[src/rtl/uart_arb_pkg.sv]
// -----------------------------------------------------------------------------
// uart_arb_pkg
// Shared types and defaults for the two-master Wishbone arbiter that fronts the
// UART register slave.
//   arb_state_t            : arbiter FSM states (IDLE / BUSY / DONE)
//   master_idx_t           : index of a bus master (0 = m0, 1 = m1)
//   ARB_TIMEOUT_CYCLES_DEF : default watchdog length in BUSY cycles
// -----------------------------------------------------------------------------
package uart_arb_pkg;

   typedef enum logic [1:0] {
      IDLE = 2'd0,
      BUSY = 2'd1,
      DONE = 2'd2
   } arb_state_t;

   typedef logic master_idx_t;

   localparam int unsigned ARB_TIMEOUT_CYCLES_DEF = 32'd64;

endpackage : uart_arb_pkg

[src/rtl/uart_arb_rr.sv]
// -----------------------------------------------------------------------------
// uart_arb_rr
// Combinational two-way round-robin picker. A lone requester always wins; on a
// tie the master that was NOT granted last wins.
// Ports:
//   req      in  2  request vector (bit0 = m0)
//   last_gnt in  1  index of the master granted last
//   gnt      out 2  one-hot pick, 2'b00 when nobody requests
//   gnt_idx  out 1  index of the pick (0 when nobody requests)
// -----------------------------------------------------------------------------
module uart_arb_rr
   import uart_arb_pkg::*;
(
   input  logic [1:0]  req,
   input  master_idx_t last_gnt,
   output logic [1:0]  gnt,
   output master_idx_t gnt_idx
);

   // Pick the winner from the current request vector and grant history
   always_comb begin
      gnt     = 2'b00;
      gnt_idx = 1'b0;
      case (req)
         2'b01: begin
            gnt     = 2'b01;
            gnt_idx = 1'b0;
         end
         2'b10: begin
            gnt     = 2'b10;
            gnt_idx = 1'b1;
         end
         2'b11: begin
            if (last_gnt == 1'b1) begin
               gnt     = 2'b01;
               gnt_idx = 1'b0;
            end else begin
               gnt     = 2'b10;
               gnt_idx = 1'b1;
            end
         end
         default: begin
            gnt     = 2'b00;
            gnt_idx = 1'b0;
         end
      endcase
   end

endmodule : uart_arb_rr

[src/rtl/uart_wb_arbiter.sv]
// -----------------------------------------------------------------------------
// uart_wb_arbiter
// Two-master classic Wishbone arbiter in front of the UART register slave.
// One single-beat access at a time, round-robin on ties, response (data, ack,
// err) relayed only to the granted master. Every output is a flop.
//
// Optional build macro: UART_ARB_TIMEOUT_EN
//   defined   -> a watchdog aborts a BUSY access after TIMEOUT_CYCLES cycles
//                without slave ack/err and returns err to the master.
//   undefined -> no watchdog; BUSY waits for the slave indefinitely.
//
// Ports:
//   i_clk, i_rst                 clock (rising edge), async active-high reset
//   i_mN_adr/we/dat/stb          master N request (N = 0, 1)
//   o_mN_dat/ack/err             master N response; ack/err are 1-cycle pulses
//   o_wb_adr/we/dat/stb          registered request to the UART slave
//   i_wb_dat/ack/err             slave response
//   o_gnt                        one-hot grant (bit0 = m0), 0 when idle
// -----------------------------------------------------------------------------
module uart_wb_arbiter
   import uart_arb_pkg::*;
#(
   parameter int unsigned TIMEOUT_CYCLES = ARB_TIMEOUT_CYCLES_DEF
) (
   input  logic        i_clk,
   input  logic        i_rst,
   input  logic [31:0] i_m0_adr,
   input  logic        i_m0_we,
   input  logic [31:0] i_m0_dat,
   input  logic        i_m0_stb,
   input  logic [31:0] i_m1_adr,
   input  logic        i_m1_we,
   input  logic [31:0] i_m1_dat,
   input  logic        i_m1_stb,
   output logic [31:0] o_m0_dat,
   output logic        o_m0_ack,
   output logic        o_m0_err,
   output logic [31:0] o_m1_dat,
   output logic        o_m1_ack,
   output logic        o_m1_err,
   output logic [31:0] o_wb_adr,
   output logic        o_wb_we,
   output logic [31:0] o_wb_dat,
   output logic        o_wb_stb,
   input  logic [31:0] i_wb_dat,
   input  logic        i_wb_ack,
   input  logic        i_wb_err,
   output logic [1:0]  o_gnt
);

   if ((TIMEOUT_CYCLES < 32'd2) || (TIMEOUT_CYCLES > 32'd65535)) begin : g_bad_timeout
      $error("uart_wb_arbiter: TIMEOUT_CYCLES must be within 2..65535");
   end

   arb_state_t  state_r, state_nxt_s;
   master_idx_t last_gnt_r, last_gnt_nxt_s;
   master_idx_t gnt_idx_r, gnt_idx_nxt_s;
   logic [1:0]  gnt_r, gnt_nxt_s;

   logic [31:0] wb_adr_r, wb_adr_nxt_s;
   logic [31:0] wb_dat_r, wb_dat_nxt_s;
   logic        wb_we_r, wb_we_nxt_s;
   logic        wb_stb_r, wb_stb_nxt_s;

   logic [31:0] m0_dat_r, m0_dat_nxt_s;
   logic [31:0] m1_dat_r, m1_dat_nxt_s;
   logic        m0_ack_r, m0_ack_nxt_s;
   logic        m1_ack_r, m1_ack_nxt_s;
   logic        m0_err_r, m0_err_nxt_s;
   logic        m1_err_r, m1_err_nxt_s;

   logic [1:0]  req_s;
   logic [1:0]  pick_gnt_s;
   master_idx_t pick_idx_s;
   logic        ack_win_s;
   logic        tmo_hit_s;

   assign req_s = {i_m1_stb, i_m0_stb};

   // A clean ack only when err is absent: err always dominates ack. Anything
   // else that ends BUSY (err or watchdog) is reported as err.
   assign ack_win_s = i_wb_ack & ~i_wb_err;

   uart_arb_rr u_rr (
      .req      (req_s),
      .last_gnt (last_gnt_r),
      .gnt      (pick_gnt_s),
      .gnt_idx  (pick_idx_s)
   );

`ifdef UART_ARB_TIMEOUT_EN
   localparam int unsigned TMO_W = $clog2(TIMEOUT_CYCLES + 32'd1);

   logic [TMO_W-1:0] tmo_cnt_r, tmo_cnt_nxt_s;

   // Expiry in the cycle the count shows TIMEOUT_CYCLES-1; an ack seen in the
   // same cycle takes priority in the FSM because ack/err are tested first.
   assign tmo_hit_s = (tmo_cnt_r == TMO_W'(TIMEOUT_CYCLES - 32'd1));

   // Watchdog next count: held at zero outside BUSY so it starts clean on entry
   always_comb begin
      tmo_cnt_nxt_s = tmo_cnt_r;
      if (state_r == BUSY) begin
         tmo_cnt_nxt_s = tmo_cnt_r + TMO_W'(1);
      end else begin
         tmo_cnt_nxt_s = {TMO_W{1'b0}};
      end
   end

   // Watchdog counter register
   always_ff @(posedge i_clk or posedge i_rst) begin
      if (i_rst) begin
         tmo_cnt_r <= {TMO_W{1'b0}};
      end else begin
         tmo_cnt_r <= tmo_cnt_nxt_s;
      end
   end
`else
   assign tmo_hit_s = 1'b0;
`endif

   // Next-state and next-output decode for the arbiter FSM
   always_comb begin
      state_nxt_s    = state_r;
      last_gnt_nxt_s = last_gnt_r;
      gnt_idx_nxt_s  = gnt_idx_r;
      gnt_nxt_s      = gnt_r;
      wb_adr_nxt_s   = wb_adr_r;
      wb_dat_nxt_s   = wb_dat_r;
      wb_we_nxt_s    = wb_we_r;
      wb_stb_nxt_s   = wb_stb_r;
      m0_dat_nxt_s   = m0_dat_r;
      m1_dat_nxt_s   = m1_dat_r;
      m0_ack_nxt_s   = 1'b0;
      m1_ack_nxt_s   = 1'b0;
      m0_err_nxt_s   = 1'b0;
      m1_err_nxt_s   = 1'b0;

      case (state_r)
         IDLE: begin
            if (req_s != 2'b00) begin
               gnt_idx_nxt_s = pick_idx_s;
               gnt_nxt_s     = pick_gnt_s;
               wb_stb_nxt_s  = 1'b1;
               state_nxt_s   = BUSY;
               if (pick_idx_s == 1'b0) begin
                  wb_adr_nxt_s = i_m0_adr;
                  wb_we_nxt_s  = i_m0_we;
                  wb_dat_nxt_s = i_m0_dat;
               end else begin
                  wb_adr_nxt_s = i_m1_adr;
                  wb_we_nxt_s  = i_m1_we;
                  wb_dat_nxt_s = i_m1_dat;
               end
            end else begin
               state_nxt_s = IDLE;
            end
         end

         BUSY: begin
            // Master stb is deliberately not looked at here: once issued, the
            // slave access always runs to completion.
            if (i_wb_ack || i_wb_err || tmo_hit_s) begin
               wb_stb_nxt_s = 1'b0;
               state_nxt_s  = DONE;
               if (gnt_idx_r == 1'b0) begin
                  m0_ack_nxt_s = ack_win_s;
                  m0_err_nxt_s = ~ack_win_s;
                  if (ack_win_s) begin
                     m0_dat_nxt_s = i_wb_dat;
                  end else begin
                     m0_dat_nxt_s = m0_dat_r;
                  end
               end else begin
                  m1_ack_nxt_s = ack_win_s;
                  m1_err_nxt_s = ~ack_win_s;
                  if (ack_win_s) begin
                     m1_dat_nxt_s = i_wb_dat;
                  end else begin
                     m1_dat_nxt_s = m1_dat_r;
                  end
               end
            end else begin
               state_nxt_s = BUSY;
            end
         end

         DONE: begin
            last_gnt_nxt_s = gnt_idx_r;
            gnt_nxt_s      = 2'b00;
            state_nxt_s    = IDLE;
         end

         default: begin
            state_nxt_s  = IDLE;
            wb_stb_nxt_s = 1'b0;
            gnt_nxt_s    = 2'b00;
         end
      endcase
   end

   // FSM state and grant history registers
   always_ff @(posedge i_clk or posedge i_rst) begin
      if (i_rst) begin
         state_r    <= IDLE;
         last_gnt_r <= 1'b1;
         gnt_idx_r  <= 1'b0;
      end else begin
         state_r    <= state_nxt_s;
         last_gnt_r <= last_gnt_nxt_s;
         gnt_idx_r  <= gnt_idx_nxt_s;
      end
   end

   // Registered bus-side and master-side outputs
   always_ff @(posedge i_clk or posedge i_rst) begin
      if (i_rst) begin
         gnt_r    <= 2'b00;
         wb_adr_r <= 32'h0000_0000;
         wb_dat_r <= 32'h0000_0000;
         wb_we_r  <= 1'b0;
         wb_stb_r <= 1'b0;
         m0_dat_r <= 32'h0000_0000;
         m1_dat_r <= 32'h0000_0000;
         m0_ack_r <= 1'b0;
         m1_ack_r <= 1'b0;
         m0_err_r <= 1'b0;
         m1_err_r <= 1'b0;
      end else begin
         gnt_r    <= gnt_nxt_s;
         wb_adr_r <= wb_adr_nxt_s;
         wb_dat_r <= wb_dat_nxt_s;
         wb_we_r  <= wb_we_nxt_s;
         wb_stb_r <= wb_stb_nxt_s;
         m0_dat_r <= m0_dat_nxt_s;
         m1_dat_r <= m1_dat_nxt_s;
         m0_ack_r <= m0_ack_nxt_s;
         m1_ack_r <= m1_ack_nxt_s;
         m0_err_r <= m0_err_nxt_s;
         m1_err_r <= m1_err_nxt_s;
      end
   end

   assign o_gnt    = gnt_r;
   assign o_wb_adr = wb_adr_r;
   assign o_wb_dat = wb_dat_r;
   assign o_wb_we  = wb_we_r;
   assign o_wb_stb = wb_stb_r;
   assign o_m0_dat = m0_dat_r;
   assign o_m1_dat = m1_dat_r;
   assign o_m0_ack = m0_ack_r;
   assign o_m1_ack = m1_ack_r;
   assign o_m0_err = m0_err_r;
   assign o_m1_err = m1_err_r;

endmodule : uart_wb_arbiter

[config.mk]
export PLATFORM = sky130hd
export DESIGN_NAME = uart_wb_arbiter
export DESIGN_NICKNAME = d
export VERILOG_FILES = /design/src/rtl/uart_arb_pkg.sv /design/src/rtl/uart_arb_rr.sv /design/src/rtl/uart_wb_arbiter.sv
export SDC_FILE = /design/constraint.sdc
export NUM_CORES = 1
export LEC_CHECK = 0
export CORE_UTILIZATION = 48
export DETAILED_ROUTE_END_ITERATION = 7
export DONT_BUFFER_PORTS = 1
export HOLD_SLACK_MARGIN = 0.08
export SYNTH_ARGS = -nofsm -noshare
export SYNTH_HDL_FRONTEND = slang
export SYNTH_SLANG_ARGS = --single-unit
[constraint.sdc]
create_clock -name i_clk -period 12 [get_ports i_clk]
set_input_delay 1.2 -clock i_clk [delete_from_list [all_inputs] [get_ports i_clk]]
set_output_delay 1.2 -clock i_clk [all_outputs]
set_load 0.02 [all_outputs]
Word-level counts from Yosys, hierarchy flattened
Cells that the tools add are included.
- input bits: 168
- output and inout bits: 136
- register bits after elaboration: 140
- bitwise logic cells: 6
- eq/ne operators: 7
- reductions and logical operators: 8
- mux-type cells: 27
- operators with widths (operator ; count):
    two-way mux 32 bit ; 2
    two-way mux 1 bit ; 17
    case mux 2 bit (2 select lines) ; 2
    AND reduction 4 bit ; 2
    equality test 2 bit, second input constant ; 3
    two-way mux 2 bit ; 3
    case mux 2 bit (3 select lines) ; 1
    inverter 1 bit ; 5
    equality test 2 x 1 -> 1 bit, second input constant ; 2
    inequality test 2 bit, second input constant ; 2
    AND reduction 2 bit ; 2
    case mux 1 bit (3 select lines) ; 1
    AND reduction 3 bit ; 1
    zero test 2 bit ; 1
    case mux 1 bit (2 select lines) ; 1
    nonzero test 2 bit ; 1
    AND 1 bit ; 1
    logical OR 1 bit ; 1

Depth between registers and ports, before layout
- depth after elaboration: 6
- gate-level depth with buffers: 5
- depth with buffers taken out: 3

Modules after synthesis
Synthesis repeated with hierarchy kept, for this count alone.
- cells, all modules: 465
- area total of the unflattened synthesis: 6083.3 sq um
- by module, submodules not included (module ; area an instance (sq um) ; times used ; sequential area each (sq um) ; cells an instance):
    uart_wb_arbiter ; 6057.1 ; 1 ; 3504.6 ; 461
    uart_arb_rr ; 26.3 ; 1 ; 0.0 ; 4

Worst setup path after synthesis
Ideal clock, no wire load.
- path kind: input to register
- start: input i_m1_stb
- end: register wb_dat_r[10], in the netlist o_wb_dat[10]
- stages on the path: 5
- arrival time: 2.239 ns
- required time: 11.875 ns
- library setup time: 0.125 ns
- path slack: 9.636 ns
- cell sequence: a21bo_2 > buf_6 > buf_6 > mux2_4 > mux2_4
- cells in the longest elaborated chain, start to end: 3
- elaborated cells between the ends (all ways): 6
- RTL lines (item ; RTL line ; text):
    start, declared ; uart_wb_arbiter.sv:34 ; input logic i_m1_stb,
    equality test 2 bit ; uart_arb_rr.sv:24 ; case (req)
    case mux 1 bit (2 select lines) ; uart_arb_rr.sv:24 ;
    two-way mux 32 bit ; uart_wb_arbiter.sv:146 ; if (pick_idx_s == 1'b0) begin
    end signal, assigned ; uart_wb_arbiter.sv:232 ; wb_dat_r <= wb_dat_nxt_s;
    end, declared ; uart_wb_arbiter.sv:61 ; logic [31:0] wb_dat_r, wb_dat_nxt_s;
Parallel ways exist; a longest one is shown, timed or not.
A chain may end at the register's enable or synchronous reset.

Final worst setup path
- start: input i_m1_stb
- end: register wb_adr_r[24], in the netlist o_wb_adr[24]
- cells in the longest elaborated chain, start to end: 3
- elaborated cells between the ends (all ways): 6
- RTL lines (item ; RTL line ; text):
    equality test 2 bit ; uart_arb_rr.sv:24 ;
    case mux 1 bit (2 select lines) ; uart_arb_rr.sv:24 ;
    two-way mux 32 bit ; uart_wb_arbiter.sv:146 ;
    end signal, assigned ; uart_wb_arbiter.sv:231 ; wb_adr_r <= wb_adr_nxt_s;
    end, declared ; uart_wb_arbiter.sv:60 ; logic [31:0] wb_adr_r, wb_adr_nxt_s;
Parallel ways exist; a longest one is shown, timed or not.

==> results.txt <==
outcome = completed
clock skew = 0.00539 ns
Placer Congestion = 0.804
Hold Startpoint = state_r[1]$_DFF_PP0_
Slew Viols, Final = 0
final setup violation count = 0
synthesized area = 0.00633 sq mm
total of max-cap violations = 0
Final min period = 2.55 ns
Final Non-Filler Cells = 566
final core utilization = 54.8%
Worst R2R Start = last_gnt_r$_DFFE_PP1N_
WL final = 12.9 mm
die area = 0.0137 sq mm
Max FO, Critical Path = 66
Num Clock Sinks = 140
setup ws final = 9.45 ns
Die X = 117 um
crit-path cells = a21bo_4 > mux2_2 > mux2_2
worst vdd ir = 0.124 mV
placed instance count = 537
WS Path Type = primary input to flip-flop
Mean Syn Cell Area = 16.5 sq um
Top delay family on crit path = compound AO/OA/AOI/OAI gates
Top FF cell, synth = dfrtp_1
cell with the most instances after synthesis = dfrtp_1
worst slew pin tran = 1.17 ns
DP Wirelength = 9.15 mm
setup slack at placement = 8.99 ns
die height = 117 um
Antenna diodes = 0
FMAX = 392 MHz
post-synthesis sequential area ratio = 55.4%
total number of vias = 3157
1st-iter DRT viols = 126
Yosys cell types = 24
Max Buffers Root-to-Sink = 2
Clk Latency, worst-skew pair = 0.41 ns
H-tree Lvls = 4
PD cells = 311 mW/mm^2
CTS tree = built
initial antenna violation count = 0
vias per cell = 5.58
post-synthesis mux area share = 39.3%
setup TNS = 0 ns
Min-Delay Path Depth = 1
Req. time, crit path = 12.30 ns
Root Driver = clkbuf_16
Critical Path Max Stage Delay = 0.93 ns
core area = 0.0127 sq mm
Crit path top cell by count = mux2_2
Synth Area in Adders = 0%
main combinational cell family by area after synthesis = multiplexers
crit start category = primary input
Row Count = 41
Reg clk slew, reported paths = 0.06 ns
R2R Setup Slk = 9.72 ns
cell count after synthesis = 384
Area Overhead vs Synth = 10.1%
slowest library cell on the worst path = a21bo_4
Routed WL per cell = 22.7 um
post-synth top area share = 54.9%
ys async rst share = 100%
final instance area = 0.00697 sq mm
reg2reg end = o_wb_adr[24]$_DFFE_PP0P_
Antenna Violating Nets Remaining = 0
top cells by area, synth = dfrtp_1 (55%), mux2_2 (20%), mux2_4 (18%), buf_6 (1.4%), mux2_1 (1.2%)
Hold EP = o_gnt[0]$_DFFE_PP0P_
Seq cells post-synth = 140
RSZ-0062 raised after global routing = no
Syn Nets = 552
# DRC = 0
Setup Fix Bufs, Post-CTS = 0
YS warnings = 0
final hold violation count = 0
Post-CTS Resized = 0
drt pass-1 iters = 4
xor/xnor share of the synthesized area = 0%
EDFF count, synth = 0
number of global-route vias before repair = 3393
Leak Pwr = 3.17 nW
layout net count = 552
post-synthesis compound-gate area fraction = 1.13%
Reg2Reg Depth = 3
GRT Total Usage = 18.7%
simple-gate portion of the synthesized area = 1.46%
I/O pins = 304
most common library cells after synthesis = dfrtp_1 (139), mux2_2 (110), mux2_4 (78)
Port-buffer cells = 0
critical path capture point type = flip-flop
leading area contributor after synthesis = dfrtp_1
Critical Path AT = 2.85 ns
largest net degree at the start of global routing = 88
Placed Area = 0.00642 sq mm
hold_buf cts = 0
Final Cycle Share = 21.3%
Max transition margin = 21.7%
GRT overflow = 0
first-pass GRT wire length = 18.6 mm
Buf/Inv on CP = 0
Tightest Hold Check Type = flip-flop to flip-flop
CTS buffer count = 17
layout cells sized above 1 = 56.3%
Initial Utilization = 49.8%
[where the power goes]
group          internal (mW)  leakage, nW  total (mW)  switching (mW)
logic                  0.335         1.22       0.501           0.165
registers              0.707         1.68        1.18           0.471
clock network          0.305        0.275       0.489           0.183
total                   1.35         3.17        2.17           0.820
[cells in the final DEF, fill, tap and decap left out, drive strengths merged, types with 2 or more instances in the layout]
| cell type | n |
|---|---|
| mux2 | 195 |
| inv | 3 |
| nor2 | 4 |
| dfrtp | 139 |
| o31ai | 2 |
| bufinv | 2 |
| clkinv | 7 |
| nand2b | 4 |
| o21ai | 2 |
| o21a | 3 |
| buf | 2 |
| clkbuf | 20 |
[stage by stage]
| step | power [mW] | hold slack [ns] |
|---|---|---|
| floorplan | 1.58 | 0.482 |
| global route | 2.28 | 0.629 |
| finish | 2.17 | 0.588 |
| detailed placement | 1.70 | 0.581 |
| global placement | 1.68 | 0.559 |
| CTS | 2.20 | 0.580 |
[state kept, by name, summed over array words and instances, names as in the netlist]
signal	count
o_wb_we	1
o_gnt	2
state_r	2
o_m0_dat	32
o_m1_ack	1
o_m0_ack	1
o_wb_stb	1
last_gnt_r	1
gnt_idx_r	1
o_m1_dat	32
o_m1_err	1
o_wb_adr	32
o_wb_dat	32
o_m0_err	1
[cell type report]
type / instances / area, sq um
clock inverter: 9 / 98.8
multi-input combinational: 220 / 2670
tap: 172 / 215
fill: 1061 / 5750
clock buffer: 20 / 447
timing repair buffer: 2 / 15.0
inverter: 3 / 16.3
sequential: 140 / 3500
[routing by layer]
metal,vias up,wire length (um),global-route usage [%]
li1,1362,-,-
met1,1593,4660,20.5
met2,184,6590,31.8
met3,18,1380,7.26
met4,0,243,9.03
met5,-,0,0
[worst max-delay path by stage]
stage | slack, ns | endpoint | startpoint | cells past startpoint
final | 9.45 | o_wb_adr[24]$_DFFE_PP0P_ | i_m1_stb | 3
after global routing | 9.36 | o_wb_adr[24]$_DFFE_PP0P_ | i_m1_stb | 3
after CTS | 9.45 | o_wb_adr[22]$_DFFE_PP0P_ | i_m1_stb | 3
after detailed placement | 8.99 | o_wb_adr[24]$_DFFE_PP0P_ | i_m1_stb | 3
after global placement | 9.05 | o_wb_adr[22]$_DFFE_PP0P_ | i_m1_stb | 3
after floorplan | 7.05 | gnt_idx_r$_DFFE_PP0P_ | i_rst | 1
[cells by family after synthesis]
family          Yosys count
compound gates           10
buf+inv                  24
flops                   140
mux                     195
simple gates             15
Note: power is estimated with default switching activity, not from simulation.
